### src/rtl/soc_test_monitor.sv
// rtl/soc_test_monitor.sv - end-of-test checker: watches retires, compares register taps at pass PC
module soc_test_monitor #(
    parameter int XLEN      = 32,
    parameter int NCHK      = 4,
    parameter int TMO_W     = 16,
    parameter int CHECK_DLY = 1
) (
    input  logic                 clk,
    input  logic                 reset,
    input  logic                 start,
    input  logic                 retire_vld,
    input  logic [XLEN-1:0]      retire_pc,
    input  logic [XLEN-1:0]      pass_pc,
    input  logic [XLEN-1:0]      fail_pc,
    input  logic                 fail_pc_en,
    input  logic [TMO_W-1:0]     timeout_limit,
    input  logic [NCHK*XLEN-1:0] chk_val,
    input  logic [NCHK*XLEN-1:0] chk_exp,
    input  logic [NCHK*2-1:0]    chk_mode,
    output logic                 busy,
    output logic                 done,
    output logic                 pass,
    output logic                 fail,
    output logic [1:0]           fail_code,
    output logic [NCHK-1:0]      fail_mask,
    output logic [TMO_W-1:0]     cycle_cnt,
    output logic [31:0]          retire_cnt
);

    typedef enum logic [1:0] {S_IDLE, S_RUN, S_WAIT, S_DONE} state_t;

    localparam logic [1:0] FC_NONE = 2'b00;
    localparam logic [1:0] FC_CHK  = 2'b01;
    localparam logic [1:0] FC_PC   = 2'b10;
    localparam logic [1:0] FC_TMO  = 2'b11;
    localparam logic [2:0] DLY     = 3'(CHECK_DLY);

    state_t          state;
    logic [2:0]      dly_cnt;
    logic [NCHK-1:0] mismatch;
    logic            fail_hit;
    logic            pass_hit;
    logic            tmo_hit;

    always_comb begin
        mismatch = '0;
        for (int i = 0; i < NCHK; i++) begin
            case (chk_mode[2*i +: 2])
                2'b01:   mismatch[i] = (chk_val[i*XLEN +: XLEN] != chk_exp[i*XLEN +: XLEN]);
                2'b10:   mismatch[i] = (chk_val[i*XLEN +: XLEN] == chk_exp[i*XLEN +: XLEN]);
                default: mismatch[i] = 1'b0;
            endcase
        end
    end

    assign fail_hit = retire_vld && fail_pc_en && (retire_pc == fail_pc);
    assign pass_hit = retire_vld && (retire_pc == pass_pc);
    assign tmo_hit  = (timeout_limit != '0) && (cycle_cnt == timeout_limit - TMO_W'(1));

    always_ff @(posedge clk) begin
        if (!reset) begin
            state      <= S_IDLE;
            dly_cnt    <= '0;
            busy       <= 1'b0;
            done       <= 1'b0;
            pass       <= 1'b0;
            fail       <= 1'b0;
            fail_code  <= FC_NONE;
            fail_mask  <= '0;
            cycle_cnt  <= '0;
            retire_cnt <= '0;
        end else begin
            case (state)
                S_IDLE, S_DONE: begin
                    if (start) begin
                        state      <= S_RUN;
                        busy       <= 1'b1;
                        done       <= 1'b0;
                        pass       <= 1'b0;
                        fail       <= 1'b0;
                        fail_code  <= FC_NONE;
                        fail_mask  <= '0;
                        cycle_cnt  <= '0;
                        retire_cnt <= '0;
                    end
                end
                S_RUN: begin
                    if (cycle_cnt != '1)
                        cycle_cnt <= cycle_cnt + TMO_W'(1);
                    if (retire_vld && retire_cnt != '1)
                        retire_cnt <= retire_cnt + 32'd1;
                    // fail PC outranks pass PC, and pass PC outranks a same-cycle timeout
                    if (fail_hit) begin
                        state     <= S_DONE;
                        busy      <= 1'b0;
                        done      <= 1'b1;
                        fail      <= 1'b1;
                        fail_code <= FC_PC;
                    end else if (pass_hit) begin
                        state   <= S_WAIT;
                        dly_cnt <= DLY;
                    end else if (tmo_hit) begin
                        state     <= S_DONE;
                        busy      <= 1'b0;
                        done      <= 1'b1;
                        fail      <= 1'b1;
                        fail_code <= FC_TMO;
                    end
                end
                S_WAIT: begin
                    if (cycle_cnt != '1)
                        cycle_cnt <= cycle_cnt + TMO_W'(1);
                    // let writeback of the final instructions land before sampling the taps
                    if (dly_cnt != '0) begin
                        dly_cnt <= dly_cnt - 3'd1;
                    end else begin
                        state <= S_DONE;
                        busy  <= 1'b0;
                        done  <= 1'b1;
                        if (|mismatch) begin
                            fail      <= 1'b1;
                            fail_code <= FC_CHK;
                            fail_mask <= mismatch;
                        end else begin
                            pass <= 1'b1;
                        end
                    end
                end
                default: state <= S_IDLE;
            endcase
        end
    end

endmodule

### config.mk
export PLATFORM = sky130hd
export DESIGN_NAME = soc_test_monitor
export DESIGN_NICKNAME = d
export VERILOG_FILES = /design/src/rtl/soc_test_monitor.sv
export SDC_FILE = /design/constraint.sdc
export NUM_CORES = 1
export LEC_CHECK = 0
export BUFFER_PORTS_ARGS = -buffer_cell sky130_fd_sc_hd__buf_2
export CORE_AREA = 5 5 165 167
export CTS_BUF_LIST = sky130_fd_sc_hd__clkbuf_4 sky130_fd_sc_hd__clkbuf_8
export DETAILED_ROUTE_END_ITERATION = 6
export DIE_AREA = 0 0 170 172
export MAX_ROUTING_LAYER = met4
export PLACE_DENSITY = 0.48
export SETUP_SLACK_MARGIN = 0.15
export SLEW_MARGIN = 20
export SYNTH_ARGS = -nofsm -noshare
export SYNTH_HDL_FRONTEND = slang
export SYNTH_SLANG_ARGS = --single-unit
### constraint.sdc
create_clock -name clk -period 7.1 [get_ports clk]
set_clock_uncertainty 0.1 [all_clocks]
set_input_delay 0.355 -clock clk [delete_from_list [all_inputs] [get_ports clk]]
set_output_delay 0.355 -clock clk [all_outputs]
set_load 0.03 [all_outputs]
==> results.py, run 1 <==
metrics = {
    "timing": {
        "setup_viol_count_final": 0,
        "timing.final.crit_share_pct": 38.07,
        "max_slew.worst_pin.slew_ns": 0.9067,
        "fin_tns_setup_ns": 0,
        "max_slew_margin_vs_limit_pct": 38.99,
        "setup_repair_after_global_routing_missed_its_margin": "no",
        "report.final.slew_viol_count": 0,
        "hold_viol_final": 0,
        "finalCriticalPeriod_ns": 2.703,
        "maxClockFrequency_ghz": 0.3700,
        "layout_setup_ws_ns": 4.397,
    },
    "power": {
        "cellPowerDensity_nw_per_um2": 147.8,
        "cellLeakagePower_nw": 3.973,
        "max-vdd-ir-drop_mv": 0.09159,
    },
    "worst_setup_path": {
        "rr_worst_depth": 10,
        "r2r_start": "state[0]",
        "critical_path_peak_fanout": 8,
        "worst-r2r-setup-slack_ns": 4.40,
        "crit_chain": "inv_1 -> ha_1 -> nand2_1 -> o21ai_0 -> nand2_1 -> a2111oi_2 -> and2_1 -> nand4_1 -> xor2_1 -> nor2_1",
        "worst_reg2reg_path_endpoint": "retire_cnt[30]",
        "worst-setup-path-type": "reg -> reg",
        "endpoint_kind": "register",
        "worst-path-buf-inv": 1,
        "crit_path_top_delay_cell": "sky130_fd_sc_hd__a2111oi_2",
        "crit_path_leading_delay_family": "simple AND/OR/NAND/NOR gates",
        "max_stage_delay_ns": 0.47,
        "worst_setup_path_start_kind": "register",
        "worst-endpoint-arrival_ns": 2.83,
        "critical_path_required_ns": 7.23,
        "timing.critical_path.mode_cell": "sky130_fd_sc_hd__nand2_1",
    },
    "cts": {
        "cts_inserted_buffers": 9,
        "ctsHoldBuffers": 0,
        "clkSlewWorstSetupHoldPaths_ns": 0.07,
        "postCtsSetupBuffers": 0,
        "cts.sinks": 63,
        "tritoncts": "built",
        "insertion_delay_ns": 0.36,
        "buffer_depth_of_the_longest_clock_path": 2,
        "clockRootBuffer": "sky130_fd_sc_hd__clkbuf_8",
        "clock_tree.htree_level_count": 3,
        "cts_resized": 0,
    },
    "routing": {
        "detail-route-antenna-nets": 0,
        "routed-via-count": 6740,
        "remaining_drc_errors": 0,
        "drt-pass1-iter-count": 6,
        "detail_route.vias_per_cell": 4.502,
        "drt_first_iter_violations": 277,
        "final_routed_wire_length_divided_by_cell_count_um": 17.74,
        "drt_wl_total_um": 26560,
    },
    "hold_path": {
        "number_of_cells_on_the_worst_hold_path": 3,
        "end_of_the_worst_hold_path": "cycle_cnt[1]",
        "min-delay-start": "start",
        "hold_path.class": "in -> reg",
    },
    "finish": {
        "drive_above_1_share_pct": 40.80,
        "syn2layout_area_growth_pct": 47.02,
        "finalNonFillerCells": 1497,
        "multiInputGateArea_um2": 4471,
        "final_design_area_no_fill_um2": 8594,
        "area.sequential_um2": 1261,
        "n_fill_cell": 2783,
        "design.final.nets": 1542,
    },
    "run_status": {
        "outcome": "completed",
    },
    "yosys": {
        "yosysSeqAreaShare_pct": 21.58,
        "syn_nets": 1108,
        "synth_edf_count": 0,
        "synth.avg_cell_area_um2": 8.130,
        "synth_ff_type": "sky130_fd_sc_hd__dfxtp_1",
        "async_flop_share_pct": 0,
        "yosysWarnings": 0,
        "post_synth_num_cell_types": 67,
        "postSynthCellCount": 719,
        "synth-seq-cells": 63,
        "mapped_cell_area_um2": 5846,
    },
    "global_routing": {
        "grt_pass1_wl_um": 39300,
        "grt_util_all_layers_pct": 17.87,
        "globalRouteOverflowTotal": 0,
        "first_global_vias": 6938,
        "grt_max_degree": 31,
        "number_of_antenna_violations_at_the_first_check_in_global_routing": 4,
    },
    "floorplan": {
        "ioPinCount": 439,
        "die_height_um": 172,
        "floorplan.die.width_um": 170,
        "dieArea_um2": 29240,
        "starting_utilization_of_the_core_area_pct": 22.82,
        "placeableCoreArea_um2": 25620,
        "row_count": 59,
    },
    "job": {
        "maxCapViolations": 0,
    },
    "placement": {
        "post_dp_cell_area_um2": 8414,
        "dp.cells": 1477,
        "dp_worst_setup_slack_ns": 4.098,
        "port_buffers": 438,
        "dp_hpwl_um": 23450,
        "routability_congestion_estimate_from_global_placement": 0.9190,
    },
}
layout by cell type (no fill, tap or decap), types with 5 or more instances in the layout:
| master | n |
|---|---|
| sky130_fd_sc_hd__xnor2_1 | 53 |
| sky130_fd_sc_hd__nand3_1 | 28 |
| sky130_fd_sc_hd__nand2b_1 | 12 |
| sky130_fd_sc_hd__dfxtp_1 | 63 |
| sky130_fd_sc_hd__nor3_1 | 15 |
| sky130_fd_sc_hd__clkbuf_8 | 10 |
| sky130_fd_sc_hd__a21oi_1 | 11 |
| sky130_fd_sc_hd__nand2_1 | 35 |
| sky130_fd_sc_hd__and2_1 | 7 |
| sky130_fd_sc_hd__mux2i_1 | 8 |
| sky130_fd_sc_hd__or3_1 | 9 |
| sky130_fd_sc_hd__nor4_1 | 53 |
| sky130_fd_sc_hd__xor2_1 | 199 |
| sky130_fd_sc_hd__buf_2 | 438 |
| sky130_fd_sc_hd__nor2_1 | 64 |
| sky130_fd_sc_hd__and3_1 | 6 |
| sky130_fd_sc_hd__nand4_1 | 38 |
| sky130_fd_sc_hd__inv_1 | 12 |
| sky130_fd_sc_hd__diode_2 | 5 |
| sky130_fd_sc_hd__and4_1 | 6 |
| sky130_fd_sc_hd__ha_1 | 8 |
| sky130_fd_sc_hd__o21ai_0 | 9 |
metrics by stage:
step	hold slack [ns]	total power, mW	utilization, %
2_1_floorplan	0.3786	0.7500	-
3_3_place_gp	0.3398	0.9986	32.85
3_5_place_dp	0.3436	1.004	32.85
4_1_cts	0.1687	1.293	33.50
5_1_grt	0.1829	1.367	33.53
6_report	0.1943	1.270	33.55
cell usage after synthesis, drive strengths merged (3+ instances only):
cell	n	area (um2)
nand2	35	131.4
o22ai	4	25.02
nand2b	12	75.07
nor3	15	75.07
dfxtp	63	1261
xnor2	53	464.2
nor2b	4	25.02
a21oi	11	55.05
xor2	199	1743
ha	8	100.1
or3	9	56.30
o21ai	14	70.07
and2	7	43.79
nand4	38	237.7
nor2	65	246.5
clkbuf	15	56.30
or4	3	30.03
o211ai	3	22.52
inv	14	52.55
nor4	54	344.1
and3	6	37.54
and4	7	63.81
nand3	28	140.1
mux2i	8	80.08
cell families (layout without fill, tap and decap cells):
family / count (synthesis) / in the layout / synth area share [%]
compound gates: 59 / 59 / 7.470
fa+ha+maj: 8 / 8 / 1.712
buf+inv: 32 / 470 / 2.097
mux: 8 / 8 / 1.370
simple gates: 297 / 297 / 28.02
other cells: 0 / 5 / 0
xor+xnor: 252 / 252 / 37.76
flops: 63 / 63 / 21.58
how the worst max path moves through the flow:
stage,cells past startpoint,start,to,slack (ns)
after floorplan,9,timeout_limit[0],fail,4.55
after global placement,9,chk_exp[13],fail_mask[3],4.14
final,10,state[0],retire_cnt[30],4.40
after CTS,10,state[1],retire_cnt[30],4.35
after detailed placement,9,chk_exp[13],fail_mask[3],4.10
after global routing,10,state[1],retire_cnt[30],4.00
worst register-to-register path, cell delays in order (launching register included):
cell and delay [ns]:
sky130_fd_sc_hd__dfxtp_1 0.35, sky130_fd_sc_hd__inv_1 0.08, sky130_fd_sc_hd__ha_1 0.44, sky130_fd_sc_hd__nand2_1 0.17, sky130_fd_sc_hd__o21ai_0 0.18, sky130_fd_sc_hd__nand2_1 0.16
sky130_fd_sc_hd__a2111oi_2 0.48, sky130_fd_sc_hd__and2_1 0.31, sky130_fd_sc_hd__nand4_1 0.13, sky130_fd_sc_hd__xor2_1 0.14, sky130_fd_sc_hd__nor2_1 0.05
metal layers:
| metal | up-vias | global-route usage, % | routed length, um |
|---|---|---|---|
| met5 | - | - | 0 |
| met4 | 0 | 4.896 | 452 |
| met3 | 23 | 4.321 | 2155 |
| met2 | 272 | 29.55 | 12600 |
| met1 | 3026 | 21.87 | 11350 |
| li1 | 3419 | - | - |
power by group:
group,switching [mW],internal (mW),total (mW)
Sequential,0.0243,0.380,0.404
Clock,0.145,0.136,0.282
Combinational,0.341,0.243,0.584
final cells by class:
class	count	area share, %
antenna	5	0.1456
clock buffer	11	1.689
clock inverter	4	0.2620
inverter	15	0.6551
multi-input combinational	624	52.02
sequential	63	14.67
tap	335	4.877
timing repair buffer	440	25.68
flip-flops by register name (all words and copies together), names as in the netlist:
name        flops
state           2
fail_mask       4
done            1
fail            1
fail_code       2
busy            1
dly_cnt         3
pass            1
retire_cnt     32
cycle_cnt      16
(Power assumes the default switching activity.)
==> inputs of run 2 (changes only) <==
==> constraint.sdc (replaced) <==
create_clock -name clk -period 2.5 [get_ports clk]
set_clock_uncertainty 0.1 [all_clocks]
set_input_delay 0.125 -clock clk [delete_from_list [all_inputs] [get_ports clk]]
set_output_delay 0.125 -clock clk [all_outputs]
set_load 0.03 [all_outputs]
==> run 2 against run 1 <==
  * Register-to-register slack got worse by 4.2 ns
  * Critical path depth decreased by 3
  * Total power rose to 3.2 times the previous value
  * Sequential share of layout area fell by 0.80 points
  * Flip-flop and latch count is the same
  * Worst hold slack worse by 0.16 ns
  * Critical path type unchanged
  * Largest power group unchanged
==> results.py, run 2 (synthesis results as in run 1) <==
metrics = {
    "worst_setup_path": {
        "worst-setup-path-type": "reg -> reg",
        "critical_path_required_ns": 2.63,
        "max_stage_delay_ns": 0.39,
        "worst_setup_path_start_kind": "register",
        "critical_path_peak_fanout": 5,
        "endpoint_kind": "register",
        "worst-path-buf-inv": 0,
        "worst_reg2reg_path_endpoint": "fail",
        "crit_chain": "xor2_4 -> or3b_4 -> a32o_1 -> a22oi_2 -> and4_4 -> a22oi_4 -> o311a_1",
        "r2r_start": "cycle_cnt[11]",
        "worst-endpoint-arrival_ns": 2.39,
        "crit_path_top_delay_cell": "sky130_fd_sc_hd__or3b_4",
        "rr_worst_depth": 7,
        "crit_path_leading_delay_family": "compound AO/OA/AOI/OAI gates",
        "worst-r2r-setup-slack_ns": 0.24,
    },
    "finish": {
        "largest_reg_flops": 32,
        "finalNonFillerCells": 1545,
        "final_design_area_no_fill_um2": 9214,
        "layout.cells.most_common": "sky130_fd_sc_hd__buf_2",
        "multiInputGateArea_um2": 4649,
        "most-common-layout-cells": "sky130_fd_sc_hd__buf_2, sky130_fd_sc_hd__xor2_1, sky130_fd_sc_hd__nor2_1, sky130_fd_sc_hd__xnor2_1",
        "area.sequential_um2": 1279,
        "syn2layout_area_growth_pct": 57.62,
        "design.final.nets": 1592,
        "n_fill_cell": 2778,
        "top_regs": "retire_cnt x32, cycle_cnt x16, fail_mask x4",
        "drive_above_1_share_pct": 46.40,
        "max_flop_register": "retire_cnt",
        "finalCoreUtilization_pct": 35.97,
    },
    "floorplan": {
        "floorplan.die.width_um": 170,
        "ioPinCount": 439,
        "starting_utilization_of_the_core_area_pct": 22.82,
        "row_count": 59,
        "dieArea_um2": 29240,
        "die_height_um": 172,
        "placeableCoreArea_um2": 25620,
    },
    "timing": {
        "finalCriticalPeriod_ns": 2.261,
        "timing.final.crit_share_pct": 90.44,
        "setup_repair_after_global_routing_missed_its_margin": "yes",
        "max_slew.worst_pin.slew_ns": 0.5844,
        "fin_tns_setup_ns": 0,
        "report.final.slew_viol_count": 0,
        "hold_viol_final": 0,
        "max_slew_margin_vs_limit_pct": 60.68,
        "setup_viol_count_final": 0,
        "maxClockFrequency_ghz": 0.4423,
    },
    "cts": {
        "clock_tree.htree_level_count": 3,
        "cts_inserted_buffers": 9,
        "cts.sinks": 63,
        "buffer_depth_of_the_longest_clock_path": 2,
        "clkSlewWorstSetupHoldPaths_ns": 0.08,
        "insertion_delay_ns": 0.35,
        "clockRootBuffer": "sky130_fd_sc_hd__clkbuf_8",
        "tritoncts": "built",
    },
    "power": {
        "total_power_mw": 4.077,
        "cellLeakagePower_nw": 4.293,
        "max-vdd-ir-drop_mv": 0.2234,
        "cellPowerDensity_nw_per_um2": 442.5,
    },
    "hold_path": {
        "min-delay-start": "chk_mode[7]",
        "end_of_the_worst_hold_path": "fail_mask[3]",
        "number_of_cells_on_the_worst_hold_path": 4,
        "hold_path.class": "in -> reg",
    },
    "job": {
        "maxCapViolations": 0,
    },
    "global_routing": {
        "grt_pass1_wl_um": 39080,
        "first_global_vias": 7054,
        "grt_util_all_layers_pct": 17.71,
        "grt_max_degree": 31,
        "number_of_antenna_violations_at_the_first_check_in_global_routing": 3,
        "globalRouteOverflowTotal": 0,
    },
    "placement": {
        "dp_hpwl_um": 23380,
        "dp.cells": 1520,
        "port_buffers": 438,
        "routability_congestion_estimate_from_global_placement": 0.9260,
        "post_dp_cell_area_um2": 8765,
    },
    "routing": {
        "drt_wl_total_um": 26600,
        "drt_first_iter_violations": 189,
        "routed-via-count": 6895,
        "drt-pass1-iter-count": 6,
        "remaining_drc_errors": 0,
        "detail_route.vias_per_cell": 4.463,
        "final_routed_wire_length_divided_by_cell_count_um": 17.22,
        "detail-route-antenna-nets": 0,
    },
    "run_status": {
        "outcome": "completed",
    },
}
==> run 2: report_power, final <==
part | switching [mW] | total [mW] | internal (mW)
registers | 0.0544 | 1.14 | 1.08
clock network | 0.426 | 1.02 | 0.592
logic | 1.07 | 1.92 | 0.857
==> run 2: tightest hold or removal path: stages <==
cell and delay, ns:
sky130_fd_sc_hd__buf_2 0.09, sky130_fd_sc_hd__o32ai_1 0.09, sky130_fd_sc_hd__nand2b_1 0.08, sky130_fd_sc_hd__o21ai_1 0.05
==> run 2: through the flow <==
stage	hold WS (ns)	worst slack, ns
2_1_floorplan	0.1978	0.1338
3_3_place_gp	0.3403	-0.2242
3_5_place_dp	0.3437	-0.2751
4_1_cts	0.01921	0.1259
5_1_grt	0.06903	0.1447
6_report	0.03469	0.2391
==> run 2: area by class of cell <==
type | instances | share of cell area [%]
tap | 335 | 4.549
timing repair buffer | 490 | 28.06
multi-input combinational | 624 | 50.46
clock buffer | 11 | 1.575
antenna | 3 | 0.08148
sequential | 63 | 13.88
clock inverter | 4 | 0.7605
inverter | 15 | 0.6382
==> run 2: worst max-delay path by stage <==
stage | start | endpoint | cells after the start
2_1_floorplan | state[0] | retire_cnt[25] | 12
3_3_place_gp | chk_exp[9] | fail_mask[1] | 10
3_5_place_dp | chk_exp[14] | fail_mask[0] | 10
4_1_cts | state[0] | done | 10
5_1_grt | state[1] | retire_cnt[22] | 11
6_report | cycle_cnt[11] | fail | 7
==> run 2: repair_timing <==
item | CTS | global route
buffers inserted | 1 | 5
hold endpoints to repair | 1 | 0
pin swaps | 3 | 16
resized for setup | 10 | 33
endpoints found under the setup margin | 29 | 45
hold buffers | 1 | 0
==> run 2: routing by layer <==
| metal | GRT usage, % | part of all wire [%] | wire [um] | vias to the layer above |
|---|---|---|---|---|
| met2 | 30.64 | 48 | 12850 | 269 |
| met3 | 4.733 | 8.1 | 2160 | 21 |
| li1 | - | - | - | 3518 |
| met1 | 21.08 | 42 | 11300 | 3087 |
| met4 | 2.951 | 1.1 | 289 | 0 |
| met5 | - | 0 | 0 | - |
